## config.mk

```make
export PLATFORM = sky130hd
export DESIGN_NAME = sum_uart_ctrl
export DESIGN_NICKNAME = d
export VERILOG_FILES = /design/src/rtl/sum_uart_ctrl.sv
export SDC_FILE = /design/constraint.sdc
export NUM_CORES = 1
export LEC_CHECK = 0
export CELL_PAD_IN_SITES_DETAIL_PLACEMENT = 1
export CELL_PAD_IN_SITES_GLOBAL_PLACEMENT = 2
export CORE_UTILIZATION = 32
export CTS_BUF_LIST = sky130_fd_sc_hd__clkbuf_8
export CTS_CLUSTER_SIZE = 28
export DETAILED_ROUTE_END_ITERATION = 12
export PLACE_DENSITY_LB_ADDON = 0.25
export SYNTH_ARGS = -nofsm -noshare
export SYNTH_HDL_FRONTEND = slang
export SYNTH_SLANG_ARGS = --single-unit
```

## constraint.sdc

```tcl
create_clock -name clk -period 1.85 [get_ports clk]
set_input_delay 0.4625 -clock clk [delete_from_list [all_inputs] [get_ports clk]]
set_output_delay 0.4625 -clock clk [all_outputs]
set_load 0.05 [all_outputs]
```

## src/rtl/sum_uart_ctrl.sv

```systemverilog
// Sum/latch/UART sequencer: debounced save buttons latch two operands, their sum goes to the UART.
// Build option ASCII_HEX_EN: send the sum as two ASCII hex digits plus LF instead of one raw byte.
`timescale 1ns/1ps
module sum_uart_ctrl #(
  parameter int BITS     = 3,
  parameter int DEBOUNCE = 4
) (
  input  logic            clk,
  input  logic            rst_n,
  input  logic            save_a_n,
  input  logic            save_b_n,
  input  logic [BITS-1:0] data_in,
  input  logic            tx_busy,
  output logic            tx_start,
  output logic [7:0]      tx_data,
  output logic [BITS-1:0] reg_a,
  output logic [BITS-1:0] reg_b,
  output logic [BITS:0]   sum,
  output logic            valid_a,
  output logic            valid_b,
  output logic            ctrl_busy
);

  // state     | meaning
  // S_IDLE    | latching operands, waiting for both
  // S_CALC    | register sum, load first character
  // S_SEND    | pulse tx_start once the UART is free
  // S_WAIT_HI | waiting for the UART to report busy
  // S_WAIT_LO | waiting for the frame to finish
  typedef enum logic [2:0] {S_IDLE, S_CALC, S_SEND, S_WAIT_HI, S_WAIT_LO} state_t;

  localparam int CW = (DEBOUNCE < 2) ? 1 : $clog2(DEBOUNCE + 1);
  localparam logic [CW-1:0] CNT_LAST = CW'(DEBOUNCE - 1);
`ifdef ASCII_HEX_EN
  localparam logic [1:0] LAST_IDX = 2'd2;
`else
  localparam logic [1:0] LAST_IDX = 2'd0;
`endif

  state_t          state_q, state_d;
  logic [1:0]      sa_q, sb_q;
  logic [BITS-1:0] d1_q, d2_q;
  logic [1:0]      acc_q, acc_d;
  logic [CW-1:0]   cnt_q [2];
  logic [CW-1:0]   cnt_d [2];
  logic [1:0]      lvl, press;
  logic [BITS-1:0] reg_a_q, reg_a_d, reg_b_q, reg_b_d;
  logic [BITS:0]   sum_q, sum_d;
  logic            va_q, va_d, vb_q, vb_d;
  logic [7:0]      tx_data_q, tx_data_d;
  logic [1:0]      idx_q, idx_d;

  function automatic logic [7:0] char_of(input logic [BITS:0] s, input logic [1:0] idx);
    logic [7:0] s8;
    s8 = 8'(s);
`ifdef ASCII_HEX_EN
    begin
      logic [3:0] nib;
      nib = (idx == 2'd0) ? s8[7:4] : s8[3:0];
      if (idx == 2'd2)       char_of = 8'h0A;
      else if (nib < 4'd10)  char_of = 8'h30 + {4'h0, nib};
      else                   char_of = 8'h37 + {4'h0, nib};
    end
`else
    char_of = (idx == 2'd0) ? s8 : 8'h00;
`endif
  endfunction

  assign lvl = {sb_q[1], sa_q[1]};

  // A press is the accepted level flipping from released to pressed.
  always_comb begin
    for (int i = 0; i < 2; i++) begin
      cnt_d[i] = '0;
      acc_d[i] = acc_q[i];
      press[i] = 1'b0;
      if (lvl[i] != acc_q[i]) begin
        if (cnt_q[i] == CNT_LAST) begin
          acc_d[i] = lvl[i];
          press[i] = acc_q[i];
        end else begin
          cnt_d[i] = cnt_q[i] + 1'b1;
        end
      end
    end
  end

  always_comb begin
    state_d   = state_q;
    reg_a_d   = reg_a_q;
    reg_b_d   = reg_b_q;
    sum_d     = sum_q;
    va_d      = va_q;
    vb_d      = vb_q;
    tx_data_d = tx_data_q;
    idx_d     = idx_q;
    tx_start  = 1'b0;
    case (state_q)
      S_IDLE: begin
        if (press[0]) begin
          reg_a_d = d2_q;
          va_d    = 1'b1;
        end
        if (press[1]) begin
          reg_b_d = d2_q;
          vb_d    = 1'b1;
        end
        if (va_q && vb_q) state_d = S_CALC;
      end
      S_CALC: begin
        sum_d     = {1'b0, reg_a_q} + {1'b0, reg_b_q};
        tx_data_d = char_of(sum_d, 2'd0);
        idx_d     = 2'd0;
        state_d   = S_SEND;
      end
      S_SEND: begin
        if (!tx_busy) begin
          tx_start = 1'b1;
          state_d  = S_WAIT_HI;
        end
      end
      S_WAIT_HI: begin
        if (tx_busy) state_d = S_WAIT_LO;
      end
      S_WAIT_LO: begin
        if (!tx_busy) begin
          if (idx_q != LAST_IDX) begin
            idx_d     = idx_q + 2'd1;
            tx_data_d = char_of(sum_q, idx_q + 2'd1);
            state_d   = S_SEND;
          end else begin
            va_d    = 1'b0;
            vb_d    = 1'b0;
            state_d = S_IDLE;
          end
        end
      end
      default: state_d = S_IDLE;
    endcase
  end

  always_ff @(posedge clk or negedge rst_n) begin
    if (!rst_n) begin
      state_q   <= S_IDLE;
      sa_q      <= 2'b11;
      sb_q      <= 2'b11;
      d1_q      <= '0;
      d2_q      <= '0;
      acc_q     <= 2'b11;
      cnt_q[0]  <= '0;
      cnt_q[1]  <= '0;
      reg_a_q   <= '0;
      reg_b_q   <= '0;
      sum_q     <= '0;
      va_q      <= 1'b0;
      vb_q      <= 1'b0;
      tx_data_q <= '0;
      idx_q     <= '0;
    end else begin
      state_q   <= state_d;
      sa_q      <= {sa_q[0], save_a_n};
      sb_q      <= {sb_q[0], save_b_n};
      d1_q      <= data_in;
      d2_q      <= d1_q;
      acc_q     <= acc_d;
      cnt_q[0]  <= cnt_d[0];
      cnt_q[1]  <= cnt_d[1];
      reg_a_q   <= reg_a_d;
      reg_b_q   <= reg_b_d;
      sum_q     <= sum_d;
      va_q      <= va_d;
      vb_q      <= vb_d;
      tx_data_q <= tx_data_d;
      idx_q     <= idx_d;
    end
  end

  assign tx_data   = tx_data_q;
  assign reg_a     = reg_a_q;
  assign reg_b     = reg_b_q;
  assign sum       = sum_q;
  assign valid_a   = va_q;
  assign valid_b   = vb_q;
  assign ctrl_busy = (state_q != S_IDLE);

endmodule

```

==> out/qor.yml, run 1 <==
logic_synthesis:
  synth_cells: 141
  syn_avg_cell_area_sq_um: 12.1
  yosysTopAreaCell: "dfrtp_1"
  synth_seq_cells: 39
  synth_area_leaders: "dfrtp_1 (49%), dfstp_2 (9.3%), mux2_2 (5.3%)"
  seq_area_frac_synth_pct: 57.8
  ys_types: 36
  synthFlopType: "dfrtp_1"
  yosysTopAreaCellShare_pct: 48.5
  yosys_warnings: 0
  syn_area_sq_um: 1700
  synth_edf_count: 0
  async_flop_share_pct: 100
floorplan:
  boundaryPins: 30
  die_w_um: 74.9
  core_sq_um: 5110
  die_h_um: 74.9
  die_area_sq_um: 5610
  start_util_pct: 33.3
  rows: 26
sta:
  slew_viol_final: 0
  finalSetupViolations: 0
  fmax_mhz: 560
  rsz0062_at_grt: "false"
  fin_setup_tns_ps: 0
  finClkSkew_ps: 6.83
  fin_crit_sh_pct: 96.6
  min_period_ps: 1790
  holdWs_ps: 92.1
  finalHoldViolCount: 0
clock_network:
  cts_buffers: 5
  htree_levels: 2
  insertion_delay_ps: 290
  hold_buffers: 0
  clkSlewWorstSetupHoldPaths_ps: 80
  clockBufferDepth: 2
  cts_tree: "built"
  clockRootBuffer: "clkbuf_8"
  cts.sinks: 39
route:
  first_iter_violations: 43
  firstDrtPassIters: 4
  antenna_left: 0
  drt_wl_total_um: 3370
  num_vias: 1151
  wl_per_cell_um: 13.4
  drc_errors: 0
  via_per_inst: 4.57
cells_and_area:
  antenna_cells: 0
  final_layout_size_suffix_gt1_share_pct: 35.2
  fin_area_sq_um: 2210
  final_cell_mix: "dfrtp_1 (31), buf_4 (28), nor2_1 (11)"
  syn_to_final_growth_pct: 30.0
  final_common_cell: "dfrtp_1"
  nNetsFinal: 197
power_and_ir_drop:
  p_leak_nw: 1.02
  ir_drop_v: 0.000619
  pwr-share-comb_pct: 45.1
  p_sw_share_pct: 40.9
  p_clk_share_pct: 20.0
  power.density_nw_per_um2: 1650
  p_int_mw: 2.16
  p_switching_mw: 1.50
  p_seq_share_pct: 35.0
critical_path:
  path_max_fanout: 2
  cp_top_family: "buffers and inverters"
  critPathBufInv: 3
  rr_endpoint: "tx_data[1]"
  r2r_cells: 7
  start_kind: "primary input"
  path_class: "in2out"
  crit_arrival_ps: 1320
  cp.required_ps: 1390
  r2r-start: "idx_q[0]"
  crit_chain: "dlygate4sd2_1 > buf_4 > nor4b_4 > buf_12"
  crit_path_start: "tx_busy"
  crit_path_max_incr_delay_ps: 300
  end_kind: "output port"
  rrSetupSlack_ps: 120
  slowest_stage: "nor4b_4"
run_status:
  outcome: "complete, no violations"
grt:
  track_usage_pct: 14.3
  antenna_found_initial: 0
  grt_first_pass_wirelength_um: 5790
  grt_max_degree: 25
  grt-ovfl-total: 0
  grt_pass1_vias: 1204
place:
  portBuffers: 25
  dp_hpwl_um: 2640
  place_congestion: 0.720
  placed_cell_area_sq_um: 2060
job:
  drv_cap: 0
hold_path:
  min-delay-path-class: "in2async"
[sequential cells by signal (all words and copies together), names as in the netlist]
register and cells:
acc_q 2, cnt_q 6, d1_q 3, d2_q 3
idx_q 2, reg_a 3, reg_b 3, sa_q 2
sb_q 2, state_q 3, sum 4, tx_data 4
valid_a 1, valid_b 1
[power by group through the flow]
stage	Sequential (mW)	Clock, mW	Combinational [mW]
detailed placement	1.31	0	1.63
global route	1.31	0.799	1.78
floorplan	1.69	0	0.711
CTS	1.30	0.756	1.63
finish	1.28	0.731	1.65
global placement	1.28	0	1.57
[Yosys cell counts, drive strengths merged (3+ instances only)]
cell type and number:
o21ai 3, inv 9, ha 7, o32ai 3, nor3 4, nor2 11
buf 7, dfrtp 33, nor3b 6, nand2 9, a31oi 3, a21oi 7
mux2 8, dfstp 6, nand3 3
[worst register-to-register path: cells and delay by family, from the launching register on]
family | cells | cell delay [ps]
AND/OR/NAND/NOR | 2 | 570
flip-flops | 1 | 390
AO/OA/AOI/OAI | 2 | 300
buffers and inverters | 2 | 220
adder cells (fa/ha/maj) | 1 | 200
[how the worst max path moves through the flow]
stage                            end  slack [ps]  depth (start not counted)
after floorplan           tx_data[2]           4                          7
after global placement      tx_start         -80                          4
after global routing        tx_start          30                          4
after detailed placement  tx_data[2]        -110                          6
after CTS                   tx_start          20                          3
final                       tx_start          60                          4
[final cells by class]
| cell class | count | area [sq um] |
|---|---|---|
| clock buffer | 6 | 82.6 |
| clock inverter | 2 | 35.0 |
| fill | 576 | 2900 |
| inverter | 9 | 33.8 |
| multi-input combinational | 88 | 662 |
| sequential | 39 | 986 |
| tap | 70 | 87.6 |
| timing repair buffer | 38 | 325 |
[metal layers]
| metal | track usage, % | wire, um |
|---|---|---|
| met1 | 17.9 | 1530 |
| met2 | 23.4 | 1650 |
| met3 | 4.15 | 130 |
| met4 | 5.03 | 50 |
| met5 | 0 | 0 |
[cells by family after synthesis]
kind of cell	after synthesis	synth area share (%)
other	1	0.220
adders and majority gates	8	6.32
muxes	8	5.29
xor gates and xnor gates	3	1.54
and+or+nand+nor	42	13.9
buffers and inverters	17	5.51
AOI/OAI and AO/OA	23	9.41
DFF	39	57.8
[what timing repair did]
item                                    CTS  global route
endpoints found under the setup margin    2             4
resized for setup                         3             4
pin swaps                                 1             2
buffers inserted                          0             2
[stage by stage]
| stage | power, mW | std cells | utilization [%] | setup slack (ps) |
|---|---|---|---|---|
| final | 3.66 | 252 | 43.3 | 63.0 |
| after global routing | 3.90 | 252 | 43.3 | 26.9 |
| after CTS | 3.69 | 250 | 42.8 | 17.2 |
| after detailed placement | 2.93 | 242 | 40.4 | -113 |
| after global placement | 2.86 | 242 | 40.4 | -83.1 |
| after floorplan | 2.41 | 144 | - | 4.30 |
Note: power is estimated with default switching activity, not from simulation.
==> run 2: changes to the inputs <==
- CTS_CLUSTER_DIAMETER: unset -> 50
==> results of run 2 <==
Final layout, timing and power as in run 1 (identical DEF).
==> run 3: changes to the inputs <==
- CORE_UTILIZATION: 32 -> 38
- clock period: 1.85 -> 2.2 ns (I/O delays scaled with it)
==> out/qor.yml, run 3 (synthesized netlist as in run 1, its figures left out) <==
run_status:
  outcome: "complete, no violations"
clock_network:
  cts_tree: "built"
  clockBufferDepth: 2
  clkSlewWorstSetupHoldPaths_ps: 80
  cts_resized: 0
  cts_buffers: 5
  hold_buffers: 0
  htree_levels: 2
  clockRootBuffer: "clkbuf_8"
  insertion_delay_ps: 290
  cts.sinks: 39
  cts_setup_buffers: 0
power_and_ir_drop:
  ir_drop_v: 0.000543
  pwr-share-comb_pct: 43.1
  p_sw_share_pct: 41.1
  p_clk_share_pct: 19.5
  p_seq_share_pct: 37.4
  power.density_nw_per_um2: 1400
  p_switching_mw: 1.22
  p_leak_nw: 0.932
  p_int_mw: 1.74
cells_and_area:
  largest_reg_flops: 6
  largest_register: "cnt_q"
  final_common_cell: "dfrtp_1"
  multi_input_area_sq_um: 647
  final_cell_mix: "dfrtp_1 (33), clkdlybuf4s50_1 (22), nor2_1 (11)"
  fillers: 461
  fin_area_sq_um: 2120
  final_layout_size_suffix_gt1_share_pct: 19.7
  antenna_cells: 0
  nNetsFinal: 188
  final_cells: 223
  syn_to_final_growth_pct: 24.6
  regArea_sq_um: 983
critical_path:
  start_kind: "primary input"
  cp.required_ps: 1650
  cp_top_family: "buffers and inverters"
  path_class: "in2out"
  critPathBufInv: 2
  crit_arrival_ps: 1570
  slowest_stage: "clkdlybuf4s50_1"
  crit_path_max_incr_delay_ps: 490
  crit_chain: "clkdlybuf4s50_1 > nor4b_2 > buf_12"
  end_kind: "output port"
  path_max_fanout: 5
route:
  firstDrtPassIters: 4
  num_vias: 1132
  first_iter_violations: 27
  drt_wl_total_um: 3240
  antenna_left: 0
  drc_errors: 0
  via_per_inst: 5.08
  wl_per_cell_um: 14.5
place:
  pre_cts_ws_ps: 60.4
  place_congestion: 0.702
  placedCellCount: 215
  dp_hpwl_um: 2440
  placed_cell_area_sq_um: 2000
  portBuffers: 25
floorplan:
  die_w_um: 68.9
  die_h_um: 68.9
  start_util_pct: 41.1
  die_area_sq_um: 4750
  rows: 23
  boundaryPins: 30
  core_sq_um: 4140
sta:
  finalHoldViolCount: 0
  holdWs_ps: 329
  rsz0062_at_grt: "false"
  finalSetupViolations: 0
  worst_slew_pin_slew_ps: 767
  finClkSkew_ps: 10.8
  fin_crit_sh_pct: 96.3
  worst_slack_ps: 80.6
  slew_viol_final: 0
  slew_headroom_pct: 48.9
  min_period_ps: 2120
  fmax_mhz: 472
  fin_setup_tns_ps: 0
grt:
  grt-ovfl-total: 0
  antenna_found_initial: 0
  grt_first_pass_wirelength_um: 5590
  track_usage_pct: 16.6
  grt_max_degree: 36
  grt_pass1_vias: 1167
job:
  drv_cap: 0
hold_path:
  min-delay-path-class: "in2async"
-- run 3: cell types whose count changed in the layout (fill, tap and decap cells not counted), moves of 2 or more --
cell / previous run / this run
dfrtp_1: 31 / 33
dfrtp_2: 2 / 0
buf_4: 28 / 5
clkdlybuf4s50_1: 5 / 22
-- run 3: cell type report --
cell class | instances | area share, %
clock buffer | 5 | 3.25
tap | 50 | 2.95
clock inverter | 3 | 1.95
timing repair buffer | 29 | 13.3
multi-input combinational | 88 | 30.5
inverter | 9 | 1.59
sequential | 39 | 46.4
-- run 3: worst register-to-register path: cells and delay by family, from the launching register on --
family,cells,cell delay [ps]
adders and majority gates,1,270
AOI/OAI and AO/OA,2,280
buffers and inverters,2,240
DFF,1,390
and+or+nand+nor,2,590
-- run 3: per-stage QoR --
stage                     util, %  total power, mW
final                        51.1             2.96
after global routing         51.1             3.16
after CTS                    51.0             2.99
after detailed placement     48.4             2.40
after global placement       48.4             2.36
after floorplan                 -             2.01
-- run 3: path summary, 6_finish.rpt --
kind	startpoint	endpoint	slack, ps	depth (start not counted)
max in group asynchronous	rst_n	sa_q[1]	1220	2
setup reg to reg	idx_q[0]	tx_data[1]	350	7
hold / removal	rst_n	reg_a[1]	330	1
min in group clk	d1_q[0]	d2_q[0]	350	0
setup / recovery	tx_busy	tx_start	80	3
hold reg to reg	d1_q[0]	d2_q[0]	350	0
-- run 3: per-layer routing --
metal	global-route usage, %	vias to the layer above	routed length [um]
met3	4.11	6	126
met2	25.8	25	1640
met4	7.65	0	48
li1	-	538	-
met1	21.7	563	1420
met5	0	-	0
-- run 3: power by group through the flow --
stage / Clock, mW / Sequential, mW / Combinational, mW
detailed placement: 0 / 1.12 / 1.28
global route: 0.633 / 1.14 / 1.38
global placement: 0 / 1.11 / 1.25
finish: 0.578 / 1.11 / 1.28
floorplan: 0 / 1.42 / 0.585
CTS: 0.596 / 1.11 / 1.29
